[src/rtl/com_bus_arb_pkg.sv]
// -----------------------------------------------------------------------------
// com_bus_arb_pkg
// Shared definitions for the common-bus arbiter:
//   - port/core counts and index widths
//   - watchdog limit (only used when ARB_TIMEOUT_EN is defined)
//   - arbiter FSM state enum
//   - small index helpers used by the top level
// -----------------------------------------------------------------------------
package com_bus_arb_pkg;

    localparam int NUM_PROC_PORTS     = 8;   // 4 DL + 4 IL processor-side ports
    localparam int NUM_CORES          = 4;   // snoop-side requesters
    localparam int PTR_W              = 3;   // index into the proc ports
    localparam int CORE_W             = 2;   // index into the cores
    localparam int WDOG_W             = 8;   // watchdog counter width
    localparam int ARB_TIMEOUT_CYCLES = 200; // bus-hold limit before forced release

    typedef enum logic [1:0] {
        IDLE  = 2'd0,
        PROC  = 2'd1,
        SNOOP = 2'd2,
        MEM   = 2'd3
    } arb_state_e;

    // Index of the set bit of a one-hot proc grant (zero for an all-zero vector).
    function automatic logic [PTR_W-1:0] onehot8_to_idx(input logic [NUM_PROC_PORTS-1:0] oh);
        logic [PTR_W-1:0] idx;
        idx = '0;
        for (int i = 0; i < NUM_PROC_PORTS; i++) begin
            if (oh[i]) begin
                idx = idx | PTR_W'(i);
            end
        end
        return idx;
    endfunction

    // Lowest-index requesting core; fixed priority, core 0 highest.
    function automatic logic [CORE_W-1:0] lowest_core(input logic [NUM_CORES-1:0] req);
        logic [CORE_W-1:0] idx;
        idx = '0;
        for (int i = NUM_CORES - 1; i >= 0; i--) begin
            if (req[i]) begin
                idx = CORE_W'(i);
            end
        end
        return idx;
    endfunction

endpackage

[src/rtl/com_bus_arbiter_rr_pick8.sv]
// -----------------------------------------------------------------------------
// rr_pick8
// Combinational round-robin picker: returns a one-hot grant for the first
// requesting port found when scanning upward from ptr_i, wrapping 7 -> 0.
// All-zero output when no port requests.
//   req_i [8] : request vector
//   ptr_i [3] : scan start position (highest priority this round)
//   gnt_o [8] : one-hot-or-zero grant
// -----------------------------------------------------------------------------
module rr_pick8
    import com_bus_arb_pkg::*;
(
    input  logic [NUM_PROC_PORTS-1:0] req_i,
    input  logic [PTR_W-1:0]          ptr_i,
    output logic [NUM_PROC_PORTS-1:0] gnt_o
);

    logic             found;
    logic [PTR_W-1:0] idx;

    always_comb begin
        gnt_o = '0;
        found = 1'b0;
        idx   = '0;
        for (int i = 0; i < NUM_PROC_PORTS; i++) begin
            // 3-bit addition wraps naturally past port 7
            idx = ptr_i + PTR_W'(i);
            if (!found && req_i[idx]) begin
                gnt_o[idx] = 1'b1;
                found      = 1'b1;
            end
        end
    end

endmodule

[src/rtl/com_bus_arbiter.sv]
// -----------------------------------------------------------------------------
// com_bus_arbiter
// Arbiter for the shared common bus. A processor-side port (round-robin among
// 8) owns the bus; while it owns it, a snooping core (modified-line flush) or
// the lower-level memory may be granted a nested slot. Snoop outranks memory.
// All outputs are registered.
//
// Optional feature: define ARB_TIMEOUT_EN to enable the bus-hold watchdog.
// When enabled, a transaction held for ARB_TIMEOUT_CYCLES cycles is forcibly
// released and the sticky Arb_timeout flag is set. When undefined, grants are
// held indefinitely and Arb_timeout is tied low.
//
// Ports:
//   clk                in   clock, all state updates on posedge
//   RST_N              in   asynchronous active-low reset
//   Com_Bus_Req_proc   in   [8] proc requests (0-3 DL cores, 4-7 IL cores)
//   Com_Bus_Req_snoop  in   [4] per-core snoop flush requests
//   Mem_snoop_req      in   memory requests the bus to return data
//   Com_Bus_Gnt_proc   out  [8] one-hot-or-zero proc grant
//   Com_Bus_Gnt_snoop  out  [4] one-hot-or-zero snoop grant
//   Mem_snoop_gnt      out  memory grant
//   Arb_timeout        out  sticky watchdog flag
// -----------------------------------------------------------------------------
module com_bus_arbiter
    import com_bus_arb_pkg::*;
(
    input  logic                      clk,
    input  logic                      RST_N,
    input  logic [NUM_PROC_PORTS-1:0] Com_Bus_Req_proc,
    input  logic [NUM_CORES-1:0]      Com_Bus_Req_snoop,
    input  logic                      Mem_snoop_req,
    output logic [NUM_PROC_PORTS-1:0] Com_Bus_Gnt_proc,
    output logic [NUM_CORES-1:0]      Com_Bus_Gnt_snoop,
    output logic                      Mem_snoop_gnt,
    output logic                      Arb_timeout
);

    localparam logic [NUM_CORES-1:0] CORE_ONE = NUM_CORES'(1);

    arb_state_e                state_q, state_d;
    logic [PTR_W-1:0]          rr_ptr_q, rr_ptr_d;
    logic [PTR_W-1:0]          owner_q, owner_d;       // current proc owner index
    logic [CORE_W-1:0]         snp_core_q, snp_core_d; // current snoop owner index
    logic                      drop_q, drop_d;         // owner released during nested grant
    logic [NUM_PROC_PORTS-1:0] gnt_proc_q, gnt_proc_d;
    logic [NUM_CORES-1:0]      gnt_snoop_q, gnt_snoop_d;
    logic                      mem_gnt_q, mem_gnt_d;

    logic [NUM_PROC_PORTS-1:0] pick_gnt;
    logic                      owner_req;
    logic                      proc_released;
    logic                      snoop_held;
    logic                      wdog_expire;

    rr_pick8 u_pick (
        .req_i (Com_Bus_Req_proc),
        .ptr_i (rr_ptr_q),
        .gnt_o (pick_gnt)
    );

    assign owner_req     = Com_Bus_Req_proc[owner_q];
    // A drop seen in an earlier nested cycle or in this one both count.
    assign proc_released = drop_q | ~owner_req;
    assign snoop_held    = Com_Bus_Req_snoop[snp_core_q];

`ifdef ARB_TIMEOUT_EN
    logic [WDOG_W-1:0] wdog_q, wdog_d;
    logic              timeout_q, timeout_d;

    // Counts edges spent outside IDLE; the edge that would see the limit
    // reached forces the release instead of counting further.
    assign wdog_d      = (state_q == IDLE) ? '0 : wdog_q + WDOG_W'(1);
    assign wdog_expire = (state_q != IDLE) && (wdog_q == WDOG_W'(ARB_TIMEOUT_CYCLES - 1));
    assign timeout_d   = timeout_q | wdog_expire;

    always_ff @(posedge clk or negedge RST_N) begin
        if (!RST_N) begin
            wdog_q    <= '0;
            timeout_q <= 1'b0;
        end else begin
            wdog_q    <= wdog_d;
            timeout_q <= timeout_d;
        end
    end

    assign Arb_timeout = timeout_q;
`else
    assign wdog_expire = 1'b0;
    assign Arb_timeout = 1'b0;
`endif

    // State register
    always_ff @(posedge clk or negedge RST_N) begin
        if (!RST_N) begin
            state_q <= IDLE;
        end else begin
            state_q <= state_d;
        end
    end

    // Next-state logic
    always_comb begin
        state_d = state_q;
        unique case (state_q)
            IDLE: begin
                if (|Com_Bus_Req_proc) begin
                    state_d = PROC;
                end
            end
            PROC: begin
                if (!owner_req) begin
                    state_d = IDLE;
                end else if (|Com_Bus_Req_snoop) begin
                    state_d = SNOOP;
                end else if (Mem_snoop_req) begin
                    state_d = MEM;
                end
            end
            SNOOP: begin
                if (!snoop_held) begin
                    state_d = proc_released ? IDLE : PROC;
                end
            end
            MEM: begin
                if (!Mem_snoop_req) begin
                    state_d = proc_released ? IDLE : PROC;
                end
            end
            default: state_d = IDLE;
        endcase
        if (wdog_expire) begin
            state_d = IDLE;
        end
    end

    // Output / datapath next values (registered below)
    always_comb begin
        gnt_proc_d  = gnt_proc_q;
        gnt_snoop_d = gnt_snoop_q;
        mem_gnt_d   = mem_gnt_q;
        rr_ptr_d    = rr_ptr_q;
        owner_d     = owner_q;
        snp_core_d  = snp_core_q;
        drop_d      = drop_q;

        unique case (state_q)
            IDLE: begin
                // Snoop/memory requests are ignored here: nothing to nest into.
                gnt_proc_d  = pick_gnt;
                gnt_snoop_d = '0;
                mem_gnt_d   = 1'b0;
                drop_d      = 1'b0;
                if (|Com_Bus_Req_proc) begin
                    owner_d = onehot8_to_idx(pick_gnt);
                end
            end
            PROC: begin
                drop_d = 1'b0;
                if (!owner_req) begin
                    gnt_proc_d = '0;
                    rr_ptr_d   = owner_q + PTR_W'(1);
                end else if (|Com_Bus_Req_snoop) begin
                    snp_core_d  = lowest_core(Com_Bus_Req_snoop);
                    gnt_snoop_d = CORE_ONE << lowest_core(Com_Bus_Req_snoop);
                end else if (Mem_snoop_req) begin
                    mem_gnt_d = 1'b1;
                end
            end
            SNOOP: begin
                drop_d = proc_released;
                if (!snoop_held) begin
                    gnt_snoop_d = '0;
                    if (proc_released) begin
                        gnt_proc_d = '0;
                        rr_ptr_d   = owner_q + PTR_W'(1);
                        drop_d     = 1'b0;
                    end
                end
            end
            MEM: begin
                drop_d = proc_released;
                if (!Mem_snoop_req) begin
                    mem_gnt_d = 1'b0;
                    if (proc_released) begin
                        gnt_proc_d = '0;
                        rr_ptr_d   = owner_q + PTR_W'(1);
                        drop_d     = 1'b0;
                    end
                end
            end
            default: begin
                gnt_proc_d  = '0;
                gnt_snoop_d = '0;
                mem_gnt_d   = 1'b0;
                drop_d      = 1'b0;
            end
        endcase

        // Forced release: the stalled owner loses its turn.
        if (wdog_expire) begin
            gnt_proc_d  = '0;
            gnt_snoop_d = '0;
            mem_gnt_d   = 1'b0;
            drop_d      = 1'b0;
            rr_ptr_d    = owner_q + PTR_W'(1);
        end
    end

    always_ff @(posedge clk or negedge RST_N) begin
        if (!RST_N) begin
            rr_ptr_q    <= '0;
            owner_q     <= '0;
            snp_core_q  <= '0;
            drop_q      <= 1'b0;
            gnt_proc_q  <= '0;
            gnt_snoop_q <= '0;
            mem_gnt_q   <= 1'b0;
        end else begin
            rr_ptr_q    <= rr_ptr_d;
            owner_q     <= owner_d;
            snp_core_q  <= snp_core_d;
            drop_q      <= drop_d;
            gnt_proc_q  <= gnt_proc_d;
            gnt_snoop_q <= gnt_snoop_d;
            mem_gnt_q   <= mem_gnt_d;
        end
    end

    assign Com_Bus_Gnt_proc  = gnt_proc_q;
    assign Com_Bus_Gnt_snoop = gnt_snoop_q;
    assign Mem_snoop_gnt     = mem_gnt_q;

endmodule

[config.mk]
export PLATFORM = sky130hd
export DESIGN_NAME = com_bus_arbiter
export DESIGN_NICKNAME = d
export VERILOG_FILES = /design/src/rtl/com_bus_arb_pkg.sv /design/src/rtl/com_bus_arbiter_rr_pick8.sv /design/src/rtl/com_bus_arbiter.sv
export SDC_FILE = /design/constraint.sdc
export NUM_CORES = 1
export LEC_CHECK = 0
export ABC_AREA = 1
export BUFFER_PORTS_ARGS = -buffer_cell sky130_fd_sc_hd__clkbuf_2
export CAP_MARGIN = 10
export CORE_ASPECT_RATIO = 0.8
export CORE_MARGIN = 2
export CORE_UTILIZATION = 25
export CTS_BUF_LIST = sky130_fd_sc_hd__clkbuf_8
export DETAILED_ROUTE_END_ITERATION = 7
export PLACE_DENSITY = 0.39
export SLEW_MARGIN = 10
export SYNTH_ARGS = -nofsm -noshare
export SYNTH_HDL_FRONTEND = slang
export SYNTH_SLANG_ARGS = --single-unit
[constraint.sdc]
create_clock -name clk -period 3.1 [get_ports clk]
set_input_delay 0.155 -clock clk [delete_from_list [all_inputs] [get_ports clk]]
set_output_delay 0.155 -clock clk [all_outputs]
set_load 0.05 [all_outputs]
==> results of run 1 <==
==> final timing paths <==
kind / endpoint / depth (start not counted)
max: owner_q[2] / 17
min: Com_Bus_Gnt_snoop[3] / 4
max reg2reg: owner_q[2] / 17
min reg2reg: Com_Bus_Gnt_proc[3] / 2
max in group asynchronous: rr_ptr_q[1] / 2
min in group asynchronous: Com_Bus_Gnt_proc[6] / 2
==> placed cells by master, fill, tap and decap left out, types with 2 or more instances in the layout <==
cell type  instances
clkbuf_2          27
ha_1               7
nor2_4             2
nand2_1           95
buf_4             12
inv_1             32
nand3_2            2
nand3_1           59
clkbuf_8           3
inv_2              7
a21oi_1            8
o21ai_0           24
nor2_1            52
dfrtp_1           23
nor3_1            18
a22o_1             6
xor2_1             2
nor4_1             2
nand4_1           13
nand2_2            3
a211oi_1           2
==> state kept, by name, indices dropped and copies added (netlist names) <==
name and flops:
Com_Bus_Gnt_proc 8, Com_Bus_Gnt_snoop 4, Mem_snoop_gnt 1, drop_q 1
owner_q 3, rr_ptr_q 3, snp_core_q 2, state_q 2
==> worst reg2reg max path: cells and delay by family, from the launching register on <==
family        cells  cell delay [ns]
buf+inv           2             0.30
simple gates     14             1.60
fa+ha+maj         1             0.38
flops             1             0.49
==> kinds of logic (layout without fill, tap and decap cells) <==
logic type	count (synthesis)	in the layout
compound gates	47	47
simple gates	254	254
buf+inv	51	84
fa+ha+maj	7	7
other cells	1	1
flops	24	24
xor+xnor	3	3
==> timing repair <==
action                                 4_1_cts  5_1_grt
setup buffers                                0        3
endpoints found under the hold margin       24        0
setup endpoints to repair                    0       11
resized for setup                            0        5
hold buffers                                 1        0
==> per-layer routing <==
layer  wire length, µm  track usage (%)  vias up
li1                  -                -     1368
met4                12             1.42        0
met1              4230             24.2     1269
met5                 0                0        -
met2              3250             22.4       95
met3               470             3.20        2
==> layout make-up <==
cell class              instances  area [µm²]
clock buffers                   3        41.3
clock inverters                 1        30.0
fillers                      1015        6360
inverters                      40         154
multi-input cells             312        1590
flip-flops and latches         24         602
well taps                     115         144
repair buffers                 40         235
==> per-stage QoR <==
step                      setup WS, ns  util [%]  cells  hold slack [ns]
after floorplan                  0.391         -    387           -0.141
after global placement           0.269      29.2    527            0.217
after detailed placement         0.144      29.2    527            0.215
after CTS                        0.118      30.1    532            0.231
after global routing            0.0158      30.5    535            0.243
final                            0.279      30.5    535            0.246
==> results by group, run 1 <==
Synth
  • Fraction of synthesis flops using an asynchronous set or reset pin: 100%
  • Count leader, synth: nand2_1
  • Post-Synth Adder-Cell Area: between 3 and 4%
  • Syn Area/Cell: roughly 6.2 µm²
  • Instance count of the mapped netlist: approximately 390
  • Cell area after synthesis: between 0.002 and 0.0025 mm²
  • Post-synthesis compound-gate area fraction: between 10% and 20%
  • Post-synthesis sequential area ratio: approximately a quarter
  • Post-synth EDFFs: 0
  • Synthesis warning total: 0
  • Cell type with the largest total area after synthesis: dfrtp_1
  • Combinational family with the most area after synthesis: simple AND/OR/NAND/NOR gates
  • Xor-xnor portion of the synthesized cell area: roughly 1.4%
  • Syn_nets: around 410
  • Primary flip-flop cell chosen by synthesis mapping: dfrtp_1
  • Cell types with the highest counts after synthesis: nand2_1, nand3_1, nor2_1, inv_1
  • Synth Area in Simple Gates: between 40% and 50%
  • Cells taking the most area after synthesis: dfrtp_1, nand2_1, nand3_1
  • Flip-flop and latch count after synthesis: 24
  • Proportion of synthesized area in mux cells: 0%
  • Number of different library cells in the post-synthesis netlist: 40
  • Post-synth top area share: between 20% and 30%

Setup path
  • Worst path buffer plus inverter count: 2
  • Endpoint required time on the critical path: between 3 and 4 ns
  • Most common cell on crit path: nand2_1
  • Peak per-stage delay on the critical path: between 0.4 and 0.5 ns
  • Type of destination of the critical path: flop
  • Register-to-register setup slack: between 0.2 and 0.3 ns
  • Launching element type of the critical path: flop
  • Cell breakdown of the critical path: clkinvlp_4 -> ha_1 -> inv_2 -> nand3_1 -> nand2_1 -> nand2_1 -> nand2_1 -> nand2_2 -> nor2_4 -> nand3_2 -> nor2_4 -> nand3_1 -> nand3_1 -> nor2_1 -> nand2_1 -> nand2_1 -> nand2_1
  • R2R Path Start: rr_ptr_q[1]
  • Largest driver fanout on the critical path: 10
  • Gate family responsible for the most delay along the worst path: simple AND/OR/NAND/NOR gates
  • WP data arrival: about 3.0 ns
  • Launch point of the worst path: rr_ptr_q[1]
  • CP Class: reg -> reg
  • Slowest stage cell on the critical path: dfrtp_2

Final layout
  • Share of cells above drive strength 1: between 10% and 20%
  • Count of inserted antenna diode cells: 0
  • Area of all placed cells without fillers: 0.00280 mm²
  • Post-layout nets: 443
  • Syn-to-layout area delta: 17.0%

Routing
  • Count of vias placed by the detailed router: approximately 2700
  • Detailed Route WL: between 7000 and 8000 µm
  • Final routed DRC violation total: 0
  • Antenna-violating nets left: 0
  • First-pass DRT Iterations: 4
  • Average detailed-routed wire length per instance: ~15 µm
  • Via/cell ratio: between 5 and 6
  • Iteration-0 DRC Markers: between 100 and 150

Global route
  • Wire length of the first global-routing pass: between 10000 and 15000 µm
  • Remaining global-route overflow: 0
  • Pin count of the biggest net entering global routing: 25
  • Vias in the first global route: about 2600
  • Antenna violations before repair: 0
  • Total track usage: between 10% and 20%

Clocking
  • Number of buffers created by CTS: 3
  • Number of buffers between clock root and the deepest sink: 2
  • Clock tree from TritonCTS: done
  • Sinks on the clock net: 24
  • Clock-pin slew reported for the worst setup and hold paths after clock tree synthesis: roughly 0.090 ns
  • Worst-Skew Late Latency: approximately 0.27 ns
  • CTS HTree Levels: 1
  • Master cell of the clock root buffer: clkbuf_8

Die
  • Core footprint: roughly 0.0092 mm²
  • Height of the die: 91.5 µm
  • Starting density of the core: 26.1%
  • Die outline width: 113 µm
  • Row cnt: 31
  • Ports placed on the boundary: 29
  • Area of the die: 0.0104 mm²

Place
  • Post-detail-place hpwl: ~6400 µm
  • Number of buffers inserted by port buffering: 27
  • Placed cell area: around 0.0027 mm²
  • Gp weighted congestion: between 0.8 and 0.9

Min path
  • Min-delay src: Com_Bus_Req_snoop[1]
  • Path type of the worst min-delay path: in -> reg

Timing
  • Fin. Hold Viols: 0
  • Final worst path period share: between 90% and 100%
  • Total negative slack for setup checks: 0 ns
  • Setup repair after global routing missed its margin: false
  • Worst relative slew slack: a little under three fifths
  • Crit path time final: 2.82 ns
  • Count of pins over their slew limit: 0
  • Worst Max-Slew Pin Slew: ~0.64 ns
  • Largest clock skew in the final design: roughly 0.0034 ns
  • Highest attainable clock frequency: about 350 MHz
  • Final setup viols: 0

Run status
  • Run status: finished clean

Job
  • Number of violations of the max-capacitance limit: 0
Power of run 1 is left out: the tool's default activity adds up to more than one toggle a clock period on the data nets, which glitch-free logic cannot reach.
==> run 2: changes to the inputs <==
--- a/config.mk
+++ b/config.mk
@@ -13,6 +13,7 @@
 export CORE_UTILIZATION = 25
 export CTS_BUF_LIST = sky130_fd_sc_hd__clkbuf_8
 export DETAILED_ROUTE_END_ITERATION = 7
+export MAX_ROUTING_LAYER = met4
 export PLACE_DENSITY = 0.39
 export SLEW_MARGIN = 10
 export SYNTH_ARGS = -nofsm -noshare
==> results by group, run 2 (synthesis gave the netlist of run 1 again) <==
Global route
  • Antenna violations before repair: 0 (unchanged)
  • Pin count of the biggest net entering global routing: 25 (unchanged)
  • Wire length of the first global-routing pass: 13100 µm (+1.2%)
  • Total track usage: 16.2% (+0.72 points)
  • Vias in the first global route: 2503 (-2.1%)
  • Remaining global-route overflow: 0 (unchanged)

Timing
  • Setup repair after global routing missed its margin: false
  • Smallest hold slack: 0.234 ns (-0.0128 ns)
  • Final setup viols: 0 (unchanged)
  • Final worst path period share: 91.5% (+0.46 points)
  • Highest attainable clock frequency: 353 MHz (-0.50%)
  • Count of pins over their slew limit: 0 (unchanged)
  • Crit path time final: 2.84 ns (+0.0143 ns)
  • Largest clock skew in the final design: 0.00707 ns (+0.00363 ns)
  • Worst Max-Slew Pin Slew: 0.706 ns (+0.0675 ns)
  • Fin. Hold Viols: 0 (unchanged)
  • Total negative slack for setup checks: 0 ns (unchanged)
  • Worst relative slew slack: 52.6% (-4.4 points)

Routing
  • Via/cell ratio: 5.12 (+0.20%)
  • Iteration-0 DRC Markers: 179 (+22%)
  • First-pass DRT Iterations: 5 (+1)
  • Detailed Route WL: 8140 µm (+2.3%)
  • Antenna-violating nets left: 0 (unchanged)
  • Count of vias placed by the detailed router: 2724 (-0.37%)
  • Average detailed-routed wire length per instance: 15.3 µm (+2.9%)
  • Final routed DRC violation total: 0 (unchanged)

Setup path
  • Worst path buffer plus inverter count: 3 (+1)
  • Cell breakdown of the critical path: inv_1 -> ha_1 -> inv_2 -> nand3_1 -> nand2_1 -> nand2_1 -> nand2_1 -> buf_4 -> nand3_2 -> nor3b_1 -> nand2_1 -> nand3_1 -> nor2_1 -> a21oi_1
  • Register-to-register setup slack: 0.26 ns (about the same)
  • Launching element type of the critical path: flop
  • WP data arrival: 3.04 ns (about the same)
  • Type of destination of the critical path: flop
  • Peak per-stage delay on the critical path: 0.47 ns (-0.02 ns)
  • CP Class: reg -> reg
  • Worst reg2reg endpoint: owner_q[1]
  • Crit path depth: 14 (-3)
  • R2R Path Start: rr_ptr_q[1]
  • Reg2Reg Depth: 14 (-3)
  • Endpoint required time on the critical path: 3.30 ns (about the same)
  • Slowest stage cell on the critical path: dfrtp_2
  • Most common cell on crit path: nand2_1
  • Largest driver fanout on the critical path: 11 (+1)
  • Gate family responsible for the most delay along the worst path: simple AND/OR/NAND/NOR gates

Final layout
  • Count of inserted antenna diode cells: 0 (unchanged)
  • Share of cells above drive strength 1: 14.6% (-1.1 points)
  • Number of flip-flops in the largest register: 8 (unchanged)
  • Area of the multi-input gates: 0.00159 mm² (-0.24%)
  • Count of filler cells inserted in the layout: 1050 (+3.4%)
  • Commonest cells after routing, fill and taps aside: nand2_1, nand3_1, nor2_1, inv_1, clkbuf_2
  • Most frequent standard cell in the layout excluding fill and tap cells: nand2_1
  • Syn-to-layout area delta: 15.7%
  • Area of all sequential standard cells: 602 µm² (unchanged)
  • Post-layout nets: 440 (-0.68%)

Die
  • Die outline width: 113 µm (unchanged)
  • Height of the die: 91.5 µm (unchanged)
  • Area of the die: 0.0104 mm² (unchanged)
  • Starting density of the core: 26.1% (unchanged)
  • Ports placed on the boundary: 29 (unchanged)
  • Row cnt: 31 (unchanged)
  • Core footprint: 0.00915 mm² (unchanged)

Clocking
  • Number of buffers between clock root and the deepest sink: 2 (unchanged)
  • Clock-pin slew reported for the worst setup and hold paths after clock tree synthesis: 0.10 ns (about the same)
  • Post-CTS setup-driven buffer insertion count: 0 (unchanged)
  • Sinks on the clock net: 24 (unchanged)
  • Number of buffers created by CTS: 3 (unchanged)
  • Worst-Skew Late Latency: 0.27 ns (about the same)
  • Clock tree from TritonCTS: done
  • CTS HTree Levels: 1 (unchanged)
  • Master cell of the clock root buffer: clkbuf_8

Place
  • Gp weighted congestion: 0.905 (+3.9%)
  • Number of buffers inserted by port buffering: 27 (unchanged)
  • Post-detail-place hpwl: 6550 µm (+2.5%)

Min path
  • Min-delay src: Com_Bus_Req_snoop[0]
  • Worst-case hold path end point: Com_Bus_Gnt_snoop[1]
  • Path type of the worst min-delay path: in -> reg
  • Cell count of the worst hold path: 4 (unchanged)

Job
  • Number of violations of the max-capacitance limit: 0 (unchanged)

Run status
  • Run status: finished clean
[run 2: worst min-delay path: stages]
cell and delay [ns]:
clkbuf_2 0.11, a21oi_1 0.07, nand4_1 0.09, nand2_1 0.05
[run 2: worst max path at each step]
stage                startpoint         end
CTS                 rr_ptr_q[1]  owner_q[2]
floorplan           rr_ptr_q[0]  owner_q[2]
finish              rr_ptr_q[1]  owner_q[1]
detailed placement  rr_ptr_q[1]  owner_q[2]
global placement    rr_ptr_q[1]  owner_q[2]
global route        rr_ptr_q[1]  owner_q[2]
[run 2: cell type report]
type	instances	area share, %
multi-input combinational	312	57.3
inverter	40	5.43
tap	115	5.20
timing repair buffer	37	7.69
clock buffer	3	1.49
sequential	24	21.8
clock inverter	1	1.09
[run 2: per-stage QoR]
stage	worst slack, ns	utilization (%)	cells	area (µm²)
after global routing	0.0330	30.2	532	2770
after floorplan	0.391	-	387	2390
final	0.265	30.2	532	2770
after CTS	0.258	30.1	532	2750
after global placement	0.317	29.2	527	2670
after detailed placement	0.264	29.2	527	2670
[run 2: what timing repair did]
item,4_1_cts,5_1_grt
endpoints found under the hold margin,24,0
gates resized for setup,0,3
hold buffers,1,0
setup endpoints to repair,0,4
[run 2: metal layers]
| layer | vias up | routed length (µm) | GRT usage [%] |
|---|---|---|---|
| li1 | 1355 | - | - |
| met1 | 1252 | 4250 | 25.5 |
| met2 | 109 | 3250 | 21.3 |
| met3 | 8 | 571 | 3.00 |
| met4 | 0 | 68 | 2.74 |
| met5 | - | 0 | - |
Power of run 2 is left out for the same reason.
==> run 3: changes to the inputs <==
--- a/config.mk
+++ b/config.mk
@@ -5,7 +5,6 @@
 export SDC_FILE = /design/constraint.sdc
 export NUM_CORES = 1
 export LEC_CHECK = 0
-export ABC_AREA = 1
 export BUFFER_PORTS_ARGS = -buffer_cell sky130_fd_sc_hd__clkbuf_2
 export CAP_MARGIN = 10
 export CORE_ASPECT_RATIO = 0.8
@@ -15,6 +14,7 @@
 export DETAILED_ROUTE_END_ITERATION = 7
 export MAX_ROUTING_LAYER = met4
 export PLACE_DENSITY = 0.39
+export RECOVER_POWER = 25
 export SLEW_MARGIN = 10
 export SYNTH_ARGS = -nofsm -noshare
 export SYNTH_HDL_FRONTEND = slang
==> results by group, run 3 <==
Global route
  • Pin count of the biggest net entering global routing: 25 (unchanged)
  • Total track usage: 14.9% (-1.3 points)
  • Antenna violations before repair: 0 (unchanged)
  • Remaining global-route overflow: 0 (unchanged)
  • Wire length of the first global-routing pass: 10700 µm (-19%)
  • Vias in the first global route: 1971 (-21%)

Min path
  • Min-delay src: Mem_snoop_req
  • Cell count of the worst hold path: 3 (-1)
  • Worst-case hold path end point: Mem_snoop_gnt
  • Path type of the worst min-delay path: in -> reg

Final layout
  • Final cell count without fillers: 396 (-26%)
  • Count of inserted antenna diode cells: 0 (unchanged)
  • Syn-to-layout area delta: 23.0%
  • Most frequent standard cell in the layout excluding fill and tap cells: nand2_1
  • Share of cells above drive strength 1: 29.6% (+15 points)
  • Number of flip-flops in the largest register: 8 (unchanged)
  • Post-layout nets: 307 (-30%)
  • Commonest cells after routing, fill and taps aside: nand2_1, clkbuf_2, dfrtp_1, buf_4, nand3_1

Synth
  • Synthesis warning total: 0 (unchanged)
  • Count leader, synth: nand2_1
  • Cells taking the most area after synthesis: dfrtp_1, mux4_2, nand2_1
  • Cell type with the largest total area after synthesis: dfrtp_1
  • Cell area after synthesis: 0.00216 mm² (-9.6%)
  • Post-synth top area share: 27.8% (+2.7 points)
  • Number of different library cells in the post-synthesis netlist: 61 (+53%)
  • Post-synthesis sequential area ratio: 27.8% (+2.7 points)
  • Post-synth EDFFs: 0 (unchanged)
  • Cell types with the highest counts after synthesis: nand2_1, dfrtp_1, nand3_1, nor2_1, o21ai_0
  • Syn_nets: 266 (-35%)
  • Flip-flop and latch count after synthesis: 24 (unchanged)
  • Primary flip-flop cell chosen by synthesis mapping: dfrtp_1
  • Instance count of the mapped netlist: 244 (-37%)
  • Syn Area/Cell: 8.86 µm² (+43%)
  • Fraction of synthesis flops using an asynchronous set or reset pin: 100% (unchanged)

Setup path
  • Launching element type of the critical path: flop
  • Reg2Reg Depth: 10 (-4)
  • Type of destination of the critical path: flop
  • Register-to-register setup slack: 0.18 ns (-0.08 ns)
  • WP data arrival: 3.11 ns (+0.07 ns)
  • Worst reg2reg endpoint: owner_q[1]
  • Endpoint required time on the critical path: 3.29 ns (about the same)
  • R2R Path Start: rr_ptr_q[1]
  • CP Class: reg -> reg
  • Largest driver fanout on the critical path: 4 (-7)

Clocking
  • Master cell of the clock root buffer: clkbuf_8
  • Clock-pin slew reported for the worst setup and hold paths after clock tree synthesis: 0.09 ns (about the same)
  • Post-CTS setup-driven buffer insertion count: 0 (unchanged)
  • CTS HTree Levels: 1 (unchanged)
  • Clock tree from TritonCTS: done
  • Number of buffers between clock root and the deepest sink: 2 (unchanged)
  • Worst-Skew Late Latency: 0.27 ns (about the same)
  • Sinks on the clock net: 24 (unchanged)
  • Number of buffers created by CTS: 3 (unchanged)

Timing
  • Worst Max-Slew Pin Slew: 1.38 ns (+0.677 ns)
  • Fin. Hold Viols: 0 (unchanged)
  • Final WS setup: 0.181 ns (-0.0840 ns)
  • Count of pins over their slew limit: 0 (unchanged)
  • Total negative slack for setup checks: 0 ns (unchanged)
  • Largest clock skew in the final design: 0.00878 ns (+0.00171 ns)
  • Highest attainable clock frequency: 343 MHz (-2.9%)
  • Final worst path period share: 94.2% (+2.7 points)
  • Setup repair after global routing missed its margin: false
  • Worst relative slew slack: 7.79% (-45 points)
  • Final setup viols: 0 (unchanged)
  • Smallest hold slack: 0.168 ns (-0.0655 ns)
  • Crit path time final: 2.92 ns (+0.0840 ns)

Die
  • Die outline width: 108 µm (-4.7%)
  • Core footprint: 0.00845 mm² (-7.7%)
  • Ports placed on the boundary: 29 (unchanged)
  • Area of the die: 0.00941 mm² (-9.2%)
  • Height of the die: 87.2 µm (-4.7%)
  • Row cnt: 30 (-3.2%)
  • Starting density of the core: 25.6% (-0.52 points)

Routing
  • Detailed Route WL: 6500 µm (-20%)
  • Final routed DRC violation total: 0 (unchanged)
  • Via/cell ratio: 5.19 (+1.3%)
  • Count of vias placed by the detailed router: 2055 (-25%)
  • First-pass DRT Iterations: 4 (-1)
  • Average detailed-routed wire length per instance: 16.4 µm (+7.2%)
  • Antenna-violating nets left: 0 (unchanged)
  • Iteration-0 DRC Markers: 105 (-41%)

Pwr
  • Pwr Total: between 0.003 and 0.004 W
  • Power density of the placed cells: 1280 mW/mm²
  • Maximum ir drop on the vdd rail: 0.000591 V
  • LEAKAGE: ~1.1 nW

Place
  • Setup slack at placement: 0.0381 ns (-0.226 ns)
  • Gp weighted congestion: 0.822 (-9.2%)
  • Post-detail-place hpwl: 5230 µm (-20%)
  • # placed instances: 391 (-26%)
  • Number of buffers inserted by port buffering: 27 (unchanged)

Job
  • Number of violations of the max-capacitance limit: 0 (unchanged)

Run status
  • Run status: finished clean
## run 3: cell types whose count changed after synthesis, moves of 7 or more
| cell | previous run | this run |
|---|---|---|
| mux4_2 | 0 | 10 |
| nand3_1 | 60 | 17 |
| nor3_1 | 18 | 8 |
| inv_1 | 33 | 7 |
| nand4_1 | 13 | 4 |
| nor2_1 | 52 | 16 |
| o21ai_1 | 1 | 8 |
| o21ai_0 | 24 | 14 |
| nand2_1 | 95 | 32 |
## run 3: timing repair
action,CTS,global route
endpoints found under the setup margin,0,6
hold endpoints to repair,24,0
hold buffers,1,0
gates resized for setup,0,10
## run 3: routing by layer
layer | track usage (%) | vias to the layer above | share of wire [%]
li1 | - | 1013 | -
met2 | 18.6 | 47 | 39
met5 | - | - | 0
met4 | 1.40 | 0 | 0.42
met1 | 24.5 | 993 | 55
met3 | 3.14 | 2 | 5.3
## run 3: cell families (layout without fill, tap and decap cells)
group	after synthesis	count (layout)	share of synthesized area (%)
AO/OA/AOI/OAI	68	68	22.5
XOR/XNOR	4	4	1.62
adder cells (fa/ha/maj)	7	7	4.05
buffers and inverters	19	59	4.05
flip-flops	24	24	27.8
multiplexers	22	22	17.1
other	1	1	0.174
AND/OR/NAND/NOR	99	99	22.7
## run 3: how the worst max path moves through the flow
stage / endpoint / start / cells after the start / slack (ns)
final: owner_q[1] / rr_ptr_q[1] / 10 / 0.18
after CTS: owner_q[1] / rr_ptr_q[1] / 9 / 0.02
after floorplan: owner_q[1] / rr_ptr_q[0] / 11 / 0.06
after global placement: owner_q[0] / rr_ptr_q[1] / 11 / 0.07
after global routing: owner_q[0] / rr_ptr_q[1] / 11 / 0.01
after detailed placement: owner_q[1] / rr_ptr_q[1] / 9 / 0.04
## run 3: stage by stage
| step | utilization (%) | area (µm²) |
|---|---|---|
| floorplan | - | 2160 |
| global placement | 29.9 | 2520 |
| detailed placement | 29.9 | 2520 |
| CTS | 30.8 | 2600 |
| global route | 31.5 | 2660 |
| finish | 31.5 | 2660 |
## run 3: layout make-up
cell class / instances / area [µm²]
flip-flops and latches: 24 / 601
fillers: 897 / 5790
well taps: 112 / 140
clock inverters: 1 / 30.0
inverters: 8 / 30.0
clock buffers: 3 / 41.3
multi-input cells: 201 / 1530
repair buffers: 47 / 287
## run 3: where the power goes
group	internal, W	switching [W]
sequential	0.000429	0.000101
combinational	0.00105	0.00153
clock	0.000173	0.000101
## run 3: worst max-delay path, stage by stage, from the launching register on
cell	delay [ns]
dfrtp_1	0.38
inv_1	0.16
ha_2	0.25
xor2_2	0.19
mux4_2	0.54
nand2b_4	0.19
o31ai_4	0.31
a21oi_1	0.11
a311o_1	0.33
a32o_1	0.24
a41oi_2	0.15
Note: power is estimated with default switching activity, not from simulation.
